==> src/rtl/config_shadow_loader.sv <==
// Word-serial config loader: words stream into a shadow bank through a valid/ready port,
// and a single-cycle commit copies the whole shadow bank onto the active config bus at once.
module config_shadow_loader #(
  parameter int DATA_W    = 32,
  parameter int NUM_WORDS = 27,
  parameter int ADDR_W    = 5
) (
  input  logic                        clk,
  input  logic                        reset,
  input  logic                        io_start,
  input  logic [DATA_W-1:0]           io_d_in,
  input  logic                        io_d_valid,
  output logic                        io_d_ready,
  input  logic                        io_commit,
  input  logic [ADDR_W-1:0]           io_rd_addr,
  output logic [DATA_W-1:0]           io_rd_data,
  output logic                        io_busy,
  output logic                        io_done,
  output logic                        io_commit_done,
  output logic                        io_err,
  output logic [DATA_W*NUM_WORDS-1:0] io_configs_out
);

  typedef enum logic [1:0] {
    S_IDLE,
    S_LOAD,
    S_FULL,
    S_COMMIT
  } state_t;

  localparam logic [ADDR_W-1:0] LAST_PTR = ADDR_W'(NUM_WORDS - 1);

  state_t                      r_state;
  state_t                      w_next_state;
  logic [ADDR_W-1:0]           r_ptr;
  logic [ADDR_W-1:0]           w_next_ptr;
  logic                        r_err;
  logic                        w_next_err;
  logic                        w_wr_en;
  logic                        w_last;
  logic                        r_commit_done;
  logic [DATA_W-1:0]           r_shadow [NUM_WORDS];
  logic [DATA_W*NUM_WORDS-1:0] w_shadow_flat;
  logic [DATA_W*NUM_WORDS-1:0] r_active;
  logic [DATA_W-1:0]           w_rd_word;
  logic [DATA_W-1:0]           r_rd_data;

  assign w_last = (r_ptr == LAST_PTR);

  always_ff @(posedge clk) begin
    if (!reset) r_state <= S_IDLE;
    else        r_state <= w_next_state;
  end

  // Start always wins over errors and commits, except during the commit cycle itself.
  always_comb begin
    w_next_state = r_state;
    w_next_ptr   = r_ptr;
    w_next_err   = r_err;
    w_wr_en      = 1'b0;
    case (r_state)
      S_IDLE: begin
        if (io_start) begin
          w_next_state = S_LOAD;
          w_next_ptr   = '0;
          w_next_err   = 1'b0;
        end else if (io_d_valid || io_commit) begin
          w_next_err = 1'b1;
        end
      end
      S_LOAD: begin
        if (io_start) begin
          w_next_ptr = '0;
          w_next_err = 1'b0;
        end else begin
          if (io_commit) w_next_err = 1'b1;
          if (io_d_valid) begin
            w_wr_en = 1'b1;
            if (w_last) w_next_state = S_FULL;
            else        w_next_ptr   = r_ptr + 1'b1;
          end
        end
      end
      S_FULL: begin
        if (io_start) begin
          w_next_state = S_LOAD;
          w_next_ptr   = '0;
          w_next_err   = 1'b0;
        end else begin
          if (io_d_valid) w_next_err   = 1'b1;
          if (io_commit)  w_next_state = S_COMMIT;
        end
      end
      S_COMMIT: begin
        w_next_state = S_IDLE;
        if (io_d_valid) w_next_err = 1'b1;
      end
      default: w_next_state = S_IDLE;
    endcase
  end

  always_comb begin
    w_rd_word     = '0;
    w_shadow_flat = '0;
    for (int k = 0; k < NUM_WORDS; k++) begin
      w_shadow_flat[k*DATA_W +: DATA_W] = r_shadow[k];
      if (io_rd_addr == ADDR_W'(k)) w_rd_word = r_shadow[k];
    end
  end

  always_ff @(posedge clk) begin
    if (!reset) begin
      for (int k = 0; k < NUM_WORDS; k++) r_shadow[k] <= '0;
    end else begin
      for (int k = 0; k < NUM_WORDS; k++) begin
        if (w_wr_en && (r_ptr == ADDR_W'(k))) r_shadow[k] <= io_d_in;
      end
    end
  end

  // Active bank only moves on the commit edge, so the tile never sees a partial load.
  always_ff @(posedge clk) begin
    if (!reset) begin
      r_ptr         <= '0;
      r_err         <= 1'b0;
      r_commit_done <= 1'b0;
      r_rd_data     <= '0;
      r_active      <= '0;
    end else begin
      r_ptr         <= w_next_ptr;
      r_err         <= w_next_err;
      r_commit_done <= (r_state == S_COMMIT);
      r_rd_data     <= w_rd_word;
      if (r_state == S_COMMIT) r_active <= w_shadow_flat;
    end
  end

  assign io_d_ready     = (r_state == S_LOAD);
  assign io_busy        = (r_state == S_LOAD) || (r_state == S_COMMIT);
  assign io_done        = (r_state == S_FULL);
  assign io_commit_done = r_commit_done;
  assign io_err         = r_err;
  assign io_rd_data     = r_rd_data;
  assign io_configs_out = r_active;

endmodule

==> config.mk <==
export PLATFORM = sky130hd
export DESIGN_NAME = config_shadow_loader
export DESIGN_NICKNAME = d
export VERILOG_FILES = /design/src/rtl/config_shadow_loader.sv
export SDC_FILE = /design/constraint.sdc
export NUM_CORES = 2
export LEC_CHECK = 0
export ABC_AREA = 1
export BUFFER_PORTS_ARGS = -buffer_cell sky130_fd_sc_hd__clkbuf_2
export CAP_MARGIN = 20
export CORE_UTILIZATION = 51
export DETAILED_ROUTE_END_ITERATION = 12
export HOLD_SLACK_MARGIN = 0.03
export PLACE_DENSITY = 0.75
export REMOVE_ABC_BUFFERS = 1
export SLEW_MARGIN = 15
export SYNTH_ARGS = -nofsm -noshare
export SYNTH_HDL_FRONTEND = slang
export SYNTH_SLANG_ARGS = --single-unit
export TNS_END_PERCENT = 30
==> constraint.sdc <==
create_clock -name clk -period 5.4 [get_ports clk]
set_input_delay 1.08 -clock clk [delete_from_list [all_inputs] [get_ports clk]]
set_output_delay 1.08 -clock clk [all_outputs]
set_load 0.02 [all_outputs]
* Word level (Yosys, flattened, before mapping)
Memories as Yosys holds them, arrays and structs flattened.
Index checks and enable logic that the tools add are counted.
** Operators by class
- $add $sub $neg :: 1
- Equal/unequal tests :: 65
- Mux-type cells :: 158
- Bitwise operators :: 27
- Reductions and logical operators :: 37
** Operators by type and width (number)
- 32-bit two-way mux :: 54
- 5-bit == test, second input constant :: 22
- 1-bit two-way mux :: 91
- 5-bit by 4-bit == test with 1-bit output, second input constant :: 16
- 5-bit by 3-bit == test with 1-bit output, second input constant :: 8
- 1-bit logical AND :: 27
- 1-bit OR :: 27
- 5-bit by 2-bit == test with 1-bit output, second input constant :: 4
- 5-bit two-way mux :: 4
- 2-bit two-way mux :: 6
- 3-bit inequality test, second input constant :: 4
- 5-bit by 1-bit == test with 1-bit output, second input constant :: 2
- 5-bit zero test :: 2
- 5-bit case mux with 2 select lines :: 1
- 2-bit case mux with 4 select lines :: 1
- 2-bit inequality test, second input constant :: 3
- 5-bit by 1-bit adder with 5-bit output, second input constant :: 1
- 5-bit AND reduction :: 1
- 2-bit == test, second input constant :: 2
- 2-bit by 1-bit inequality test with 1-bit output, second input constant :: 2
- 1-bit case mux with 4 select lines :: 1
- 4-bit AND reduction :: 1
- 3-bit by 2-bit inequality test with 1-bit output, second input constant :: 1
- 2-bit by 1-bit == test with 1-bit output, second input constant :: 1
- other kinds (5) :: 6
** Storage, ports and cells
- Register bits :: 905
- RAM bits :: 864
- Input port bits :: 42
- Output and inout bits :: 901
- Logic and storage cells :: 295
- Memories :: 1
** Memory list
- r_shadow :: depth 27, bits a word 32, read ports 27, clocked after Yosys merged registers in 0, write ports 27, line 42 : logic [DATA_W-1:0] r_shadow [NUM_WORDS];

* Logic depth before layout (Yosys ltp)
- Word-level depth :: 28
- Mapped depth :: 22
- Gate-level depth less buffers :: 21

* Worst setup path before layout
Ideal clock, no wire load.
- Path type :: in2reg
- From :: input port io_start
- To :: memory r_shadow[23][0] (netlist: r_shadow[1][224]) (enable)
- Setup time :: 0.511 ns
- Data arrival time :: 4.796 ns
- Required time :: 4.889 ns
- Path slack :: 0.093 ns
- Stages on the path :: 5
- Buffers on the path :: 0
- Cell sequence :: inv_1 > nand2_1 > nor2_1 > inv_1 > o41ai_1
** RTL lines
- from (decl) :: line 10 : input logic io_start,
- to (decl) :: line 42

==> summary.md <==
| Metric | Value |
|---|---|
| Clock skew | 0.0280 ns |
| Fin cells | 9721 |
| Total Routing Usage GR | 35.6% |
| Maximum VDD drop | 0.000346 V |
| Hold Path Sink | io_configs_out[15]$_SDFFE_PN0P_ |
| Via count | 55000 |
| Grt total ovfl | 0 |
| Endpoint class of the critical path | flop |
| Root Driver | clkbuf_16 |
| Final min period | 3.86 ns |
| CTS tree | yes |
| Chip width | 363 µm |
| PwrDens | 465 nW/µm² |
| Flops & latches, synth | 1769 |
| Switching pwr | 0.0116 W |
| Arr. time, crit path | 4.29 ns |
| Worst-case reg-to-reg path depth | 11 |
| Die H | 363 µm |
| Status | finished, final reports clean |
| CTS buffer count | 177 |
| FP Rows | 131 |
| Worst r2r dst | r_shadow[0][26]$_SDFFCE_PN0P_ |
| RSZ-0062 raised after global routing | no |
| Final hold violations | 0 |
| Async S/R FF share, synth | 0% |
| H-tree depth reported by CTS | 4 |
| Cell with the most instances after synthesis | nor2_1 |
| Setup TNS | 0 ns |
| Layout cells sized above 1 | 17.6% |
| Worst r2r src | r_state[0]$_SDFFE_PN0P_ |
| Clk_lat worst skew | 0.83 ns |
| Max cap viols | 0 |
| Power share of the combinational group | 19.3% |
| Post-Synthesis Cell Area | 66300 µm² |
| Reg clk slew, reported paths | 0.06 ns |
| Final RePlAce weighted congestion | 0.937 |
| Post-CTS sizing | 0 |
| Reg2Reg Setup Slack | 1.54 ns |
| Worst setup margin | 1.54 ns |
| DRT iter0 DRCs | 6763 |
| Area growth from synthesis to layout | 18.4% |
| Vias in the first global route | 51300 |
| Yosys warnings | 0 |
| Vias per cell | 5.65 |
| Clk buf depth | 3 |
| EDFF count, synth | 864 |
| Port Buffers | 942 |
| Dominant synthesized flop cell | dfxtp_1 |
| Clk sinks | 1769 |
| Mapped Cells | 7081 |
| Sw Share | 31.7% |
| Tightest Hold Check Type | flop to flop |
| Critical Path RT | 5.83 ns |
| Die area | 131000 µm² |
| Pint | 0.0249 W |
| Inst Count DP | 9381 |
| Seq/Total Area, Yosys | 66.5% |
| Final WL | 241000 µm |
| Core Box Area | 128000 µm² |
| Post-route ant nets | 0 |
| Synth top area cells | edfxtp_1, dfxtp_1, nor2_1, o21ai_0, nand2_1 |
| Synth unique cells | 33 |
| Worst Max-Slew Pin Slew | 1.31 ns |
| Area share of the leading cell type in the synthesized netlist | 39.1% |
| Hold Startpoint | io_configs_out[15]$_SDFFE_PN0P_ |
| First-pass GRT wire length | 341000 µm |
| Worst setup path category | flop to flop |
| Final setup violation count | 0 |
| Starting Density | 51.7% |
| Setup WS pre-CTS | 1.14 ns |
| Final #Nets | 7881 |
| DP HPWL | 169000 µm |
| Lkg Pwr | 31.7 nW |
| CP max FO | 33 |
| Mapped Avg Cell Area | 9.36 µm² |
| Fill count | 10800 |
| Clock power share | 34.2% |
| Setup bufs post-CTS | 0 |
| Hold_buf cts | 0 |
| Residual DRC | 0 |
| IO Pins | 943 |
| Wirelength per Cell | 24.8 µm |
| Max-Slew Margin vs Limit | 12.7% |
| Reg power frac | 46.4% |
| DR pass1 iterations | 8 |
| Maximum clock rate | 0.259 GHz |
| Hold depth | 2 |
| Crit start category | flop |
| Slew Viols, Final | 0 |
| Cell taking the most area after synthesis | edfxtp_1 |
| Most frequent cells after synthesis | nor2_1, o21ai_0, dfxtp_1, edfxtp_1, nand2_1 |
| Final cycle utilization of the critical path | 71.5% |
| Antenna violations before repair | 11 |
| Largest net degree at the start of global routing | 231 |
[critical path, stage by stage (launching register included)]
cell	delay [ns]
dfxtp_1	0.45
inv_1	0.09
nor2_1	0.22
inv_1	0.12
nor2_1	0.40
inv_1	0.31
nor2_1	0.16
inv_1	0.08
nor2_1	0.38
nand2_1	0.13
buf_4	0.32
nand2_2	0.76
[per-stage QoR]
stage / total power [W] / hold slack, ns / instance area, µm² / util (%)
finish: 0.0365 / 0.480 / 78500 / 61.2
global route: 0.0377 / 0.500 / 78500 / 61.2
CTS: 0.0365 / 0.485 / 78400 / 61.2
detailed placement: 0.0242 / 0.470 / 72500 / 56.6
global placement: 0.0240 / 0.463 / 72500 / 56.6
floorplan: 0.0209 / 0.469 / 64500 / -
[cell type report]
type / instances / area [µm²] / share of cell area [%]
flip-flops and latches: 1769 / 44100 / 56.2
multi-input cells: 4460 / 19300 / 24.6
repair buffers: 1036 / 5590 / 7.13
clock buffers: 265 / 5080 / 6.48
well taps: 1729 / 2160 / 2.76
inverters: 390 / 1480 / 1.88
clock inverters: 66 / 790 / 1.01
diodes: 6 / 15.0 / 0.0191
[worst max path at each step]
stage                                  from  slack [ns]  cells after the start                            end
global route        r_state[0]$_SDFFE_PN0P_        1.38                     11   r_shadow[0][8]$_SDFFCE_PN0P_
finish              r_state[0]$_SDFFE_PN0P_        1.54                     11  r_shadow[0][26]$_SDFFCE_PN0P_
floorplan           r_state[1]$_SDFFE_PN0P_      -36.62                      8          r_ptr[3]$_SDFFE_PN0P_
detailed placement            io_rd_addr[3]        1.14                     20      io_rd_data[19]$_SDFF_PN0_
CTS                 r_state[0]$_SDFFE_PN0P_        1.65                     11   r_shadow[0][4]$_SDFFCE_PN0P_
global placement              io_rd_addr[3]        1.18                     20      io_rd_data[19]$_SDFF_PN0_
[layer usage]
metal	track usage (%)	vias to the layer above	share of wire (%)
met3	8.95	629	11
met5	0	-	0.030
met1	44.8	26300	37
li1	-	24800	-
met2	55.6	3231	46
met4	20.8	8	6.2
[layout by cell type (no fill, tap or decap), types with 3 or more instances in the layout]
| master | count |
|---|---|
| nor2_4 | 22 |
| nand3_1 | 36 |
| clkinv_1 | 9 |
| o21ai_0 | 920 |
| nand2_1 | 749 |
| dfxtp_1 | 905 |
| inv_2 | 9 |
| clkbuf_2 | 945 |
| or2_2 | 23 |
| inv_1 | 378 |
| o21ai_1 | 15 |
| edfxtp_1 | 864 |
| clkinv_8 | 3 |
| nand4_1 | 171 |
| clkinv_2 | 28 |
| nand2_2 | 33 |
| nor2_2 | 5 |
| o21ai_4 | 6 |
| bufinv_16 | 14 |
| clkbuf_8 | 21 |
| clkbuf_16 | 182 |
| a21oi_1 | 286 |
| diode_2 | 6 |
| o22ai_1 | 3 |
| buf_4 | 79 |
| inv_6 | 6 |
| nor2_1 | 2165 |
| buf_12 | 10 |
| nor3_1 | 11 |
| clkbuf_1 | 58 |
| buf_8 | 6 |
| ha_1 | 5 |
[registers in the layout (all words and copies together) (netlist names)]
name	flops
io_configs_out	864
r_shadow	864
io_rd_data	32
r_ptr	5
r_state	2
io_commit_done	1
io_err	1
[cell families (layout without fill, tap and decap cells)]
logic type	count (synthesis)	after routing	synth area share (%)
and+or+nand+nor	3217	3217	19.1
DFF	1769	1769	66.5
other	0	6	0
AOI/OAI and AO/OA	1238	1238	9.39
buffers and inverters	852	1757	4.91
adders and majority gates	5	5	0.0944
[power groups by stage]
stage	logic, W	registers (W)	clock network [W]
global placement	0.00689	0.0171	0
floorplan	0.00257	0.0184	0
detailed placement	0.00699	0.0172	0
finish	0.00705	0.0169	0.0125
CTS	0.00702	0.0169	0.0125
global route	0.00763	0.0170	0.0131
Power figures use the tool's default switching activity.
